<file path="config.mk">
export PLATFORM = sky130hd
export DESIGN_NAME = joy_scan_ctrl_flat
export DESIGN_NICKNAME = d
export VERILOG_FILES = /design/src/rtl/joy_scan_pkg.sv /design/src/rtl/joy_scan_if.sv /design/src/rtl/joy_scan_tick.sv /design/src/rtl/joy_scan_ctrl.sv /design/src/flat_wrapper.sv
export SDC_FILE = /design/constraint.sdc
export NUM_CORES = 1
export LEC_CHECK = 0
export BUFFER_PORTS_ARGS = -buffer_cell sky130_fd_sc_hd__buf_4
export CAP_MARGIN = 20
export CORE_ASPECT_RATIO = 1.25
export CORE_MARGIN = 1.5
export CORE_UTILIZATION = 35
export CTS_BUF_LIST = sky130_fd_sc_hd__clkbuf_16
export DETAILED_ROUTE_END_ITERATION = 8
export PLACE_DENSITY = 0.52
export SLEW_MARGIN = 40
export SYNTH_ARGS = -nofsm -noshare
export SYNTH_HDL_FRONTEND = slang
export SYNTH_HIERARCHICAL = 1
export SYNTH_SLANG_ARGS = --single-unit
export TNS_END_PERCENT = 20
</file>
<file path="constraint.sdc">
create_clock -name clk -period 5.2 [get_ports clk]
set_input_delay 0.52 -clock clk [delete_from_list [all_inputs] [get_ports clk]]
set_output_delay 0.52 -clock clk [all_outputs]
set_load 0.05 [all_outputs]
</file>
<file path="src/rtl/joy_scan_pkg.sv">
// Shared types and constants for the joystick shift-register scanner.
// Build macro JOY_SCAN_INVERT_EN selects pressed=1 polarity for the debounced vector.
package joy_scan_pkg;

  localparam int unsigned NBITS_DEF    = 16;
  localparam int unsigned DIV_W_DEF    = 8;
  localparam int unsigned DEBOUNCE_DEF = 2;

  typedef enum logic [2:0] {
    S_IDLE,
    S_LOAD,
    S_LOW,
    S_HIGH,
    S_DONE
  } scan_state_e;

`ifdef JOY_SCAN_INVERT_EN
  localparam logic JOY_INV     = 1'b1;
  localparam logic JOY_RST_BIT = 1'b0;
`else
  localparam logic JOY_INV     = 1'b0;
  localparam logic JOY_RST_BIT = 1'b1;
`endif

  // Width of a saturating counter that must reach deb.
  function automatic int unsigned cnt_width(input int unsigned deb);
    return (deb < 2) ? 1 : $clog2(deb + 1);
  endfunction

endpackage

</file>
<file path="src/rtl/joy_scan_if.sv">
// Core- and chain-side signals of the joystick scanner.
// master = scanner, slave = core plus external chain.
interface joy_scan_if
  import joy_scan_pkg::*;
#(
  parameter int unsigned NBITS = NBITS_DEF,
  parameter int unsigned DIV_W = DIV_W_DEF
);

  logic             enable;
  logic             scan_req;
  logic [DIV_W-1:0] divisor;
  logic             joy_data;
  logic             joy_clk;
  logic             joy_load_n;
  logic [NBITS-1:0] joy_state;
  logic             frame_valid;
  logic             changed;
  logic             busy;

  modport master (
    input  enable, scan_req, divisor, joy_data,
    output joy_clk, joy_load_n, joy_state, frame_valid, changed, busy
  );

  modport slave (
    output enable, scan_req, divisor, joy_data,
    input  joy_clk, joy_load_n, joy_state, frame_valid, changed, busy
  );

endinterface

</file>
<file path="src/rtl/joy_scan_tick.sv">
// Reloadable tick divider: tick_c fires every div_lat+1 cycles after a restart.
module joy_scan_tick
  import joy_scan_pkg::*;
#(
  parameter int unsigned DIV_W = DIV_W_DEF
) (
  input  logic             clk,
  input  logic             reset,
  input  logic             restart,
  input  logic [DIV_W-1:0] div_lat,
  output logic             tick_c
);

  logic [DIV_W-1:0] cnt;

  assign tick_c = (cnt == div_lat);

  always_ff @(posedge clk or posedge reset) begin
    if (reset) begin
      cnt <= '0;
    end else if (restart || tick_c) begin
      cnt <= '0;
    end else begin
      cnt <= cnt + DIV_W'(1);
    end
  end

endmodule

</file>
<file path="src/rtl/joy_scan_ctrl.sv">
// Joystick chain sequencer: load pulse, shift clock, frame capture and frame debounce.
// Polarity of joy_state follows build macro JOY_SCAN_INVERT_EN.
module joy_scan_ctrl
  import joy_scan_pkg::*;
#(
  parameter int unsigned NBITS    = NBITS_DEF,
  parameter int unsigned DIV_W    = DIV_W_DEF,
  parameter int unsigned DEBOUNCE = DEBOUNCE_DEF
) (
  input logic       clk,
  input logic       reset,
  joy_scan_if.master bus
);

  localparam int unsigned IDX_W = $clog2(NBITS);
  localparam int unsigned CNT_W = cnt_width(DEBOUNCE);
  localparam logic [NBITS-1:0] RST_VEC = {NBITS{JOY_RST_BIT}};

  scan_state_e      state, state_nxt;
  logic [IDX_W-1:0] idx, idx_nxt;
  logic [NBITS-1:0] raw, raw_nxt;
  logic [NBITS-1:0] prev_raw;
  logic [CNT_W-1:0] stable_cnt, cnt_nxt;
  logic [DIV_W-1:0] div_lat;
  logic             load_div;
  logic             enter_done;
  logic             upd;
  logic             restart;
  logic             tick_c;

  logic             joy_clk_q;
  logic             joy_load_n_q;
  logic [NBITS-1:0] joy_state_q;
  logic             frame_valid_q;
  logic             changed_q;
  logic             busy_q;

  assign restart = (state == S_IDLE) || (state == S_DONE);

  joy_scan_tick #(.DIV_W(DIV_W)) u_tick (
    .clk     (clk),
    .reset   (reset),
    .restart (restart),
    .div_lat (div_lat),
    .tick_c  (tick_c)
  );

  always_ff @(posedge clk or posedge reset) begin
    if (reset) begin
      state <= S_IDLE;
    end else begin
      state <= state_nxt;
    end
  end

  // Sequencing plus frame debounce, evaluated on the cycle that enters DONE.
  always_comb begin
    state_nxt  = state;
    idx_nxt    = idx;
    raw_nxt    = raw;
    load_div   = 1'b0;
    enter_done = 1'b0;
    cnt_nxt    = stable_cnt;
    upd        = 1'b0;

    case (state)
      S_IDLE: begin
        if (bus.enable || bus.scan_req) begin
          state_nxt = S_LOAD;
          load_div  = 1'b1;
        end
      end
      S_LOAD: begin
        if (tick_c) begin
          state_nxt = S_LOW;
          idx_nxt   = '0;
        end
      end
      S_LOW: begin
        if (tick_c) begin
          raw_nxt[idx] = bus.joy_data ^ JOY_INV;
          state_nxt    = S_HIGH;
        end
      end
      S_HIGH: begin
        if (tick_c) begin
          if (idx == IDX_W'(NBITS - 1)) begin
            state_nxt  = S_DONE;
            enter_done = 1'b1;
          end else begin
            idx_nxt   = idx + IDX_W'(1);
            state_nxt = S_LOW;
          end
        end
      end
      S_DONE: begin
        if (bus.enable) begin
          state_nxt = S_LOAD;
          load_div  = 1'b1;
        end else begin
          state_nxt = S_IDLE;
        end
      end
      default: state_nxt = S_IDLE;
    endcase

    if (raw_nxt == prev_raw) begin
      cnt_nxt = (stable_cnt < CNT_W'(DEBOUNCE)) ? stable_cnt + CNT_W'(1) : stable_cnt;
    end else begin
      cnt_nxt = CNT_W'(1);
    end
    upd = enter_done && (cnt_nxt >= CNT_W'(DEBOUNCE)) && (raw_nxt != joy_state_q);
  end

  // Datapath and registered outputs, driven from the next state.
  always_ff @(posedge clk or posedge reset) begin
    if (reset) begin
      idx           <= '0;
      raw           <= RST_VEC;
      prev_raw      <= RST_VEC;
      stable_cnt    <= '0;
      div_lat       <= '0;
      joy_clk_q     <= 1'b0;
      joy_load_n_q  <= 1'b1;
      joy_state_q   <= RST_VEC;
      frame_valid_q <= 1'b0;
      changed_q     <= 1'b0;
      busy_q        <= 1'b0;
    end else begin
      idx           <= idx_nxt;
      raw           <= raw_nxt;
      joy_clk_q     <= (state_nxt == S_HIGH);
      joy_load_n_q  <= (state_nxt != S_LOAD);
      busy_q        <= (state_nxt != S_IDLE);
      frame_valid_q <= enter_done;
      changed_q     <= upd;
      if (load_div) begin
        div_lat <= bus.divisor;
      end
      if (enter_done) begin
        prev_raw   <= raw_nxt;
        stable_cnt <= cnt_nxt;
      end
      if (upd) begin
        joy_state_q <= raw_nxt;
      end
    end
  end

  assign bus.joy_clk     = joy_clk_q;
  assign bus.joy_load_n  = joy_load_n_q;
  assign bus.joy_state   = joy_state_q;
  assign bus.frame_valid = frame_valid_q;
  assign bus.changed     = changed_q;
  assign bus.busy        = busy_q;

endmodule
</file>
<file path="src/flat_wrapper.sv">
// flat-port wrapper written by rule: the top's interface ports become plain ports
module joy_scan_ctrl_flat import joy_scan_pkg::*;
#(
  parameter int unsigned NBITS    = NBITS_DEF,
  parameter int unsigned DIV_W    = DIV_W_DEF,
  parameter int unsigned DEBOUNCE = DEBOUNCE_DEF
)
  (clk, reset, bus_enable, bus_scan_req, bus_divisor, bus_joy_data, bus_joy_clk, bus_joy_load_n, bus_joy_state, bus_frame_valid, bus_changed, bus_busy);
  joy_scan_if #(.NBITS(NBITS), .DIV_W(DIV_W)) bus_i ();
  input logic clk;
  input logic reset;
  input wire logic [$bits(bus_i.enable)-1:0] bus_enable;
  input wire logic [$bits(bus_i.scan_req)-1:0] bus_scan_req;
  input wire logic [$bits(bus_i.divisor)-1:0] bus_divisor;
  input wire logic [$bits(bus_i.joy_data)-1:0] bus_joy_data;
  output wire logic [$bits(bus_i.joy_clk)-1:0] bus_joy_clk;
  output wire logic [$bits(bus_i.joy_load_n)-1:0] bus_joy_load_n;
  output wire logic [$bits(bus_i.joy_state)-1:0] bus_joy_state;
  output wire logic [$bits(bus_i.frame_valid)-1:0] bus_frame_valid;
  output wire logic [$bits(bus_i.changed)-1:0] bus_changed;
  output wire logic [$bits(bus_i.busy)-1:0] bus_busy;
  assign bus_i.enable = bus_enable;
  assign bus_i.scan_req = bus_scan_req;
  assign bus_i.divisor = bus_divisor;
  assign bus_i.joy_data = bus_joy_data;
  assign bus_joy_clk = bus_i.joy_clk;
  assign bus_joy_load_n = bus_i.joy_load_n;
  assign bus_joy_state = bus_i.joy_state;
  assign bus_frame_valid = bus_i.frame_valid;
  assign bus_changed = bus_i.changed;
  assign bus_busy = bus_i.busy;
  joy_scan_ctrl #(.NBITS(NBITS), .DIV_W(DIV_W), .DEBOUNCE(DEBOUNCE)) u_core (.clk(clk), .reset(reset), .bus(bus_i));
endmodule
</file>
* Word level (Yosys, flattened, before mapping)
Index checks and enable logic that the tools add are counted.
** Storage, ports and cells
- Logic and storage cells :: 68
- Register bits after elaboration :: 78
- Output and inout bits :: 21
** Operators by class
- Eq/ne operators :: 13
- Order comparisons :: 4
- Mux-type cells :: 25
- Reductions and logical operators :: 10
- Add/sub/neg operators :: 3
** Operators with widths (count)
- 16-bit two-way mux :: 2
- 16-bit bitwise mux :: 1
- 16-bit == test :: 1
- 16-bit != test :: 1
- 3-bit two-way mux :: 5
- 3-bit one-hot mux with 5 select lines :: 1
- 4-bit two-way mux :: 3
- 3-bit by 2-bit == test with 1-bit output (second input constant) :: 3
- 8-bit by 1-bit adder with 8-bit output (second input constant) :: 1
- 8-bit == test :: 1
- 8-bit two-way mux :: 1
- 4-bit one-hot mux with 2 select lines :: 1
- 1-bit two-way mux :: 7
- 2-bit != test (second input constant) :: 3
- 4-bit by 5-bit < comparator with 1-bit output (second input constant) :: 1
- 4-bit by 1-bit adder with 4-bit output (second input constant) :: 1
- 1-bit demux with 4-bit select :: 1
- 4-bit == test (second input constant) :: 1
- 4-bit by 1-bit >= comparator with 1-bit output (second input constant) :: 1
- 2-bit two-way mux :: 2
- 4-bit AND reduction :: 1
- 3-bit by 1-bit == test with 1-bit output (second input constant) :: 1
- 3-bit == test (second input constant) :: 1
- 1-bit logical AND :: 3
- other kinds (9) :: 11

* Longest topological paths before layout
Gate-level depths: netlist (run 1).
- Depth after elaboration :: 12
- Depth in mapped cells :: 15
- Mapped depth without buffers :: 10

* Hierarchy
Netlist (run 1), hierarchy kept.
** Modules (own cells, without submodules)
- joy_scan_ctrl :: area an instance 4311.6 um2, instances 1, cells each 462, sequential area each 1813.0 um2
- joy_scan_tick :: area an instance 511.7 um2, instances 1, cells each 47, sequential area each 200.2 um2

* Worst setup path before layout (run 1)
Ideal clock, no wire load.
- Path type :: reg2reg
- Start :: reg u_core.u_tick.cnt[2]
- End :: reg u_core.joy_state_q[0], in the netlist u_core/bus.joy_state[0]
- Library setup time :: 0.082 ns
- Data required time :: 5.118 ns
- Arrival time :: 3.636 ns
- Path slack :: 1.481 ns
- Stages on the path, launching flop included :: 15
- Cell sequence :: dfrtp_1 buf_6 xor2_1 nor4_4 and2_1 and4bb_1 buf_2 buf_4 a31oi_1 a2111oi_0 nand4_1 or4_4 a211oi_4 buf_6 mux2_4
** On the way
- Word-level cells in the longest chain between the ends :: 8
- Elaborated cells between the ends (all ways) :: 11
- Classes of those cells :: order compare: 1; eq/ne: 3; mux: 5; reduce/logical: 2
** RTL lines
- start, declared :: RTL line joy_scan_tick.sv:14 : logic [DIV_W-1:0] cnt;
- start signal, assigned :: RTL line joy_scan_tick.sv:24 : cnt <= cnt + DIV_W'(1);
- 8-bit == test * :: RTL line joy_scan_tick.sv:16 : assign tick_c = (cnt == div_lat);
- named net u_core.tick_c :: RTL line joy_scan_ctrl.sv:29 : logic tick_c;
- 16-bit two-way mux :: RTL line joy_scan_ctrl.sv:80 : if (tick_c) begin
- 16-bit two-way mux :: RTL line joy_scan_ctrl.sv:66 : case (state)
- 16-bit == test :: RTL line joy_scan_ctrl.sv:107 : if (raw_nxt == prev_raw) begin
- 2-bit two-way mux :: RTL line joy_scan_ctrl.sv:107
- 2-bit >= comparator :: RTL line joy_scan_ctrl.sv:112 : upd = enter_done && (cnt_nxt >= CNT_W'(DEBOUNCE)) && (raw_nxt != joy_state_q);
- 1-bit logical AND (2 in series) :: RTL line joy_scan_ctrl.sv:112
- end signal, assigned :: RTL line joy_scan_ctrl.sv:145 : joy_state_q <= raw_nxt;
- end, declared :: RTL line joy_scan_ctrl.sv:33 : logic [NBITS-1:0] joy_state_q;
Mark *: on every way through the listed nets, which the timed path passes. The rest lies on a longest branch.
A chain may end at the register's enable or synchronous reset.

* Worst setup path in the final report (run 1)
- Start :: reg u_core.u_tick.cnt[3]
- End :: reg u_core.joy_state_q[13], in the netlist u_core/bus.joy_state[13]
Same word-level chain as after synthesis.

==> results.toml, run 1 <==
[run_status]
status = "finished, final reports clean"

[critical_path]
rr_worst_depth = 14
cp_cell_sequence = "xor2_1 > nor4_4 > and2_1 > nand4bb_1 > buf_4 > buf_4 > or3_1 > a21oi_1 > o211ai_1 > nor4_1 > a211oi_4 > buf_4 > buf_4 > mux2_1"
crit_top_cell = "buf_4"
critPathBufInv = 4
ff2ff_setup_slack_ns = 0.59
worstPathMaxFanout = 19
reg2reg_from = "u_core/u_tick/cnt[3]"
worst-setup-path-type = "register to register"
slowest_stage = "nor4_1"
crit_family = "simple AND/OR/NAND/NOR gates"
cp.required_ns = 5.47
arrival_ns = 4.88
cp-startpoint = "u_core/u_tick/cnt[3]"
r2r_end = "u_core/bus.joy_state[13]"
worst_setup_path_start_kind = "register"
worstSetupEndpointType = "register"
cpPeakStageDelay_ns = 0.73

[floorplan]
core_area_sq_um = 13350
die_h_microns = 134.3
die_area_sq_um = 14500
start_util_pct = 36.13
pin_count = 34
rows = 47
die_w_microns = 108

[timing]
rsz0062_at_grt = "false"
maxSlewHeadroom_pct = 47.25
fmax_mhz = 216.8
setup_tns_ns = 0
setup_slack_ns = 0.5873
slew_viol_final = 0
hold_violations = 0
skew_ns = 0.005709
setup_violations = 0
timing.final.crit_period_ns = 4.613
timing_worst_slew_pin_value_ns = 0.7840
finalCritPeriodShare_pct = 88.71
holdWs_ns = 0.1491

[yosys]
synth_top_family_by_area = "simple AND/OR/NAND/NOR gates"
synth_edf_count = 0
yosys_warnings = 6
synthSimpleGateAreaFrac_pct = 20.86
yosys-top-cells-area = "dfstp_2 27%, dfrtp_1 15%, o21ai_0 4.5%"
synthMuxAreaShare_pct = 6.667
synthArstFlopShare_pct = 100.0
ys_types = 74
avgSynthCellArea_sq_um = 9.476
syn-num-nets = 529
synthesis.area_sq_um = 4823
synth-seq-cells = 78
synthFlopType = "dfstp_2"
synth_xor_area_share_pct = 3.268
synth_seq_area_share_pct = 41.74
synth_top_cell_by_area = "dfstp_2"
netlist.area_leader.share_pct = 26.69
syn_inst = 509
synth_compound_area_share_pct = 19.53
synth_fa_ha_area_share_pct = 1.816

[detailed_routing]
firstDrtPassIters = 5
wl_per_cell_microns = 21.15
vias = 4219
highest_layer = "met4"
ant_nets = 0
wl_met2_mm = 7.555
drc = 0
wl_met1_mm = 6.042
viasPerCell = 5.876
drtIter0Drc = 543
wl_met3_microns = 835
wl_mm = 15.19

[finish]
area_growth_pct = 16.24
drive_gt1_share_pct = 27.24
multi_input_area_sq_um = 2519
antenna_cells = 0
seqCellArea_sq_um = 2013
fillers = 1325
final_nets = 562

[power_and_ir_drop]
finalPower_uw = 2158
vdd_drop_max_mv = 0.1988
leakage_uw = 0.002330
power_density_nw_per_um2 = 384.8

[clocking]
htreeDepth = 3
clk_latency_ns = 0.35
cts.clk_slew.worst_paths_ns = 0.06
numClockSinks = 78
root_buffer = "clkbuf_16"
cts_setup_buffers = 0
cts_buffers = 9
hold_buffers = 0
clk_path_buf_depth = 2
cts_tree = "done"
cts_resized = 0

[placement]
io_buffers = 33
post-place-ws_ns = 0.6129
hpwl_mm = 11.27
place_congestion = 1.030

[grt]
overflow = 0
grt_pass1_wl_mm = 23.53
grt_pass1_vias = 4170
antenna_found_initial = 0
grt_max_degree = 37
grt_usage_pct = 21.88

[run]
maxCapViolCount = 0

[hold_path]
hp-class = "input pin to async pin"
cells in the final DEF (no fill, tap or decap), types with 9 or more instances in the layout:
master and instances:
a21oi_1 19, buf_4 51, clkbuf_16 9, dfrtp_1 29, dfstp_2 49, inv_1 36, mux2_2 9, nand2_1 35
nand3_1 25, nand3b_1 9, nor2_1 17, nor2b_1 11, o21ai_0 43, or3_1 10, xor2_1 14
state kept, by name, indices dropped and copies added (netlist names):
signal                  flops
u_core/bus.busy             1
u_core/bus.changed          1
u_core/bus.frame_valid      1
u_core/bus.joy_clk          1
u_core/bus.joy_load_n       1
u_core/bus.joy_state       16
u_core/div_lat              8
u_core/idx                  4
u_core/prev_raw            16
u_core/raw                 16
u_core/stable_cnt           2
u_core/state                3
u_core/u_tick/cnt           8
layout make-up:
class,instances,area share [%]
tap,171,3.816
inverter,38,2.566
timing repair buffer,52,7.186
sequential,78,35.91
multi-input combinational,363,44.92
clock buffer,9,4.017
clock inverter,7,1.584
synthesized netlist by cell type, types with 9 or more instances:
library cell / count
clkbuf_1: 11
nand3b_1: 9
nor2b_1: 11
nor2_1: 17
nand2_1: 35
buf_2: 11
dfrtp_1: 29
o21ai_0: 43
a21oi_1: 19
mux2_2: 9
dfstp_2: 49
nand3_1: 25
or3_1: 10
inv_1: 37
xor2_1: 14
worst max-delay path by stage:
stage | to | cells after the start
6_report | u_core/bus.joy_state[13] | 14
3_3_place_gp | u_core/bus.joy_state[13] | 12
5_1_grt | u_core/bus.joy_state[13] | 14
2_1_floorplan | u_core/bus.joy_state[0] | 14
3_5_place_dp | u_core/bus.joy_state[13] | 14
4_1_cts | u_core/bus.joy_state[13] | 14
power by group:
part / switching [uW] / internal, uW / total, uW
registers: 127 / 724 / 851
clock network: 251 / 417 / 668
logic: 394 / 244 / 639
metrics by stage:
stage          utilization [%]  area [sq um]  cells
6_report                 42.00          5607    718
4_1_cts                  41.99          5605    718
2_1_floorplan                -          4823    509
3_5_place_dp             39.64          5291    702
3_3_place_gp             39.50          5273    700
5_1_grt                  42.00          5607    718
routing by layer:
layer / up-vias / GRT usage [%]
li1: 1937 / -
met1: 2052 / 25.66
met2: 183 / 37.06
met3: 47 / 4.713
met4: 0 / 11.55
met5: - / 0
cell families (layout without fill, tap and decap cells):
logic type      Yosys count  after routing
compound gates          139            139
xor+xnor                 18             18
fa+ha+maj                 7              7
buf+inv                  68            106
flops                    78             78
mux                      27             27
simple gates            172            172
worst reg2reg max path, cell delays in order (launching register included):
cell and delay [ns]:
dfrtp_1 0.44, xor2_1 0.19, nor4_4 0.32, and2_1 0.29, nand4bb_1 0.33, buf_4 0.28, buf_4 0.20, or3_1 0.41
a21oi_1 0.24, o211ai_1 0.19, nor4_1 0.73, a211oi_4 0.17, buf_4 0.23, buf_4 0.20, mux2_1 0.32
Note: power is estimated with default switching activity, not from simulation.
==> run 2, diff against run 1 <==
- REMOVE_ABC_BUFFERS: default -> 1
==> run 2 against run 1 <==
Effect of this change: largest cell class unchanged; clock-buffer cell count did not move; hold slack worse by 0.0068 ns; critical endpoint unchanged; clock skew is essentially flat; cell count decreased by 0.97%; combinational power fell by 2%; die area unchanged; flip-flop and latch count did not move; critical path type unchanged; register-to-register slack better by 0.04 ns; total power increased by 0.36%; non-clock buffer count is 7 lower.
==> results.toml, run 2 (synthesized netlist as in run 1, its figures left out) <==
[clocking]
cts_resized = 0
clk_path_buf_depth = 2
root_buffer = "clkbuf_16"
htreeDepth = 3
cts.clk_slew.worst_paths_ns = 0.06
cts_tree = "done"
clk_latency_ns = 0.34
numClockSinks = 78
cts_buffers = 9
cts_setup_buffers = 0
hold_buffers = 0

[finish]
final_nets = 555
fin_cells = 711
final_common_cell = "dfstp_2"
fillers = 1350
area_growth_pct = 14.97
mostFrequentLayoutCells = "49 x dfstp_2, 45 x buf_4, 43 x o21ai_0, 36 x inv_1, 35 x nand2_1"
drive_gt1_share_pct = 26.48
antenna_cells = 0

[placement]
place_congestion = 1.060
hpwl_mm = 10.55
dp.cells = 695
post-place-ws_ns = 0.7132
io_buffers = 33

[detailed_routing]
drtIter0Drc = 403
viasPerCell = 5.893
drc = 0
wl_mm = 14.38
firstDrtPassIters = 5
vias = 4190
wl_per_cell_microns = 20.22
ant_nets = 0

[floorplan]
die_h_microns = 134.3
die_area_sq_um = 14500
start_util_pct = 36.13
core_area_sq_um = 13350
die_w_microns = 108
rows = 47
pin_count = 34

[timing]
maxSlewHeadroom_pct = 44.49
timing_worst_slew_pin_value_ns = 0.8117
slew_viol_final = 0
fmax_mhz = 218.5
hold_violations = 0
finalCritPeriodShare_pct = 88.00
timing.final.crit_period_ns = 4.576
skew_ns = 0.005609
holdWs_ns = 0.1423
setup_violations = 0
rsz0062_at_grt = "false"
setup_slack_ns = 0.6241
setup_tns_ns = 0

[hold_path]
hp-class = "input pin to async pin"

[power_and_ir_drop]
leakage_uw = 0.002296
swShare_pct = 36.14
p_int_uw = 1383
power_switching_uw = 782.5
clock_power_share_pct = 31.6
pwr-share-comb_pct = 28.8
finalPower_uw = 2165
power_density_nw_per_um2 = 390.5
vdd_drop_max_mv = 0.2187
pwr-share-seq_pct = 39.6

[critical_path]
arrival_ns = 4.84
ff2ff_setup_slack_ns = 0.62
reg2reg_from = "u_core/u_tick/cnt[3]"
worstSetupEndpointType = "register"
rr_worst_depth = 13
worst-setup-path-type = "register to register"
worst_setup_path_start_kind = "register"
cp.required_ns = 5.46
worstPathMaxFanout = 16
r2r_end = "u_core/bus.joy_state[13]"

[grt]
antenna_found_initial = 0
grt_max_degree = 38
grt_usage_pct = 20.88
grt_pass1_wl_mm = 22.87
grt_pass1_vias = 4048
overflow = 0

[run]
maxCapViolCount = 0

[run_status]
status = "finished, final reports clean"
run 2: cell types whose count changed in the layout (fill, tap and decap cells not counted):
cell / delta
buf_4: -6
clkinv_1: -2
buf_12: -1
clkinv_2: -1
clkinvlp_4: +1
inv_2: +1
inv_6: +1
o21ai_1: +1
o21ai_2: -1
run 2: per-layer routing:
layer / wire length, microns / share of wire (%) / vias to the layer above / global-route usage [%]
met3: 923 / 6.4 / 45 / 4.519
met2: 7031 / 49 / 181 / 34.14
met4: 469 / 3.3 / 0 / 8.626
met1: 5952 / 41 / 2030 / 26.58
li1: - / - / 1934 / -
met5: 0 / 0 / - / 0
run 2: metrics by stage:
step / cell area, sq um / util, %
2_1_floorplan: 4671 / -
3_3_place_gp: 5223 / 39.12
3_5_place_dp: 5223 / 39.12
4_1_cts: 5545 / 41.54
5_1_grt: 5545 / 41.54
6_report: 5545 / 41.54
run 2: how the worst max path moves through the flow:
stage	start	endpoint	slack [ns]	cells past startpoint
2_1_floorplan	u_core/u_tick/cnt[3]	u_core/bus.joy_state[11]	0.62	10
3_3_place_gp	u_core/u_tick/cnt[3]	u_core/bus.joy_state[10]	0.86	13
3_5_place_dp	u_core/u_tick/cnt[3]	u_core/bus.joy_state[13]	0.71	13
4_1_cts	u_core/u_tick/cnt[3]	u_core/bus.joy_state[13]	0.65	13
5_1_grt	u_core/u_tick/cnt[2]	u_core/bus.joy_state[13]	0.23	13
6_report	u_core/u_tick/cnt[3]	u_core/bus.joy_state[13]	0.62	13
run 2: layout make-up:
cell class / instances / area [sq um] / area share, %
clock buffers: 9 / 225.2 / 4.061
clock inverters: 7 / 97.59 / 1.760
multi-input cells: 363 / 2515 / 45.35
repair buffers: 45 / 337.8 / 6.092
well taps: 171 / 214.0 / 3.858
flip-flops and latches: 78 / 2013 / 36.30
inverters: 38 / 142.6 / 2.572
run 2: worst max-delay path: stages, from the launching register on:
cell and delay (ns):
dfrtp_1 0.44, xor2_1 0.19, nor4_4 0.28, buf_4 0.20, and2_1 0.26, nand4bb_1 0.48
buf_4 0.39, o21ai_1 0.29, mux2i_1 0.19, a2111oi_0 0.50, nand4b_1 0.36, a211oi_4 0.25
buf_4 0.31, mux2_1 0.36
run 2: power groups by stage:
stage	combinational, uW	sequential (uW)	clock, uW
after global placement	610	864	0
final	624	858	684
after detailed placement	619	866	0
after floorplan	404	864	0
after CTS	622	857	706
after global routing	682	876	729
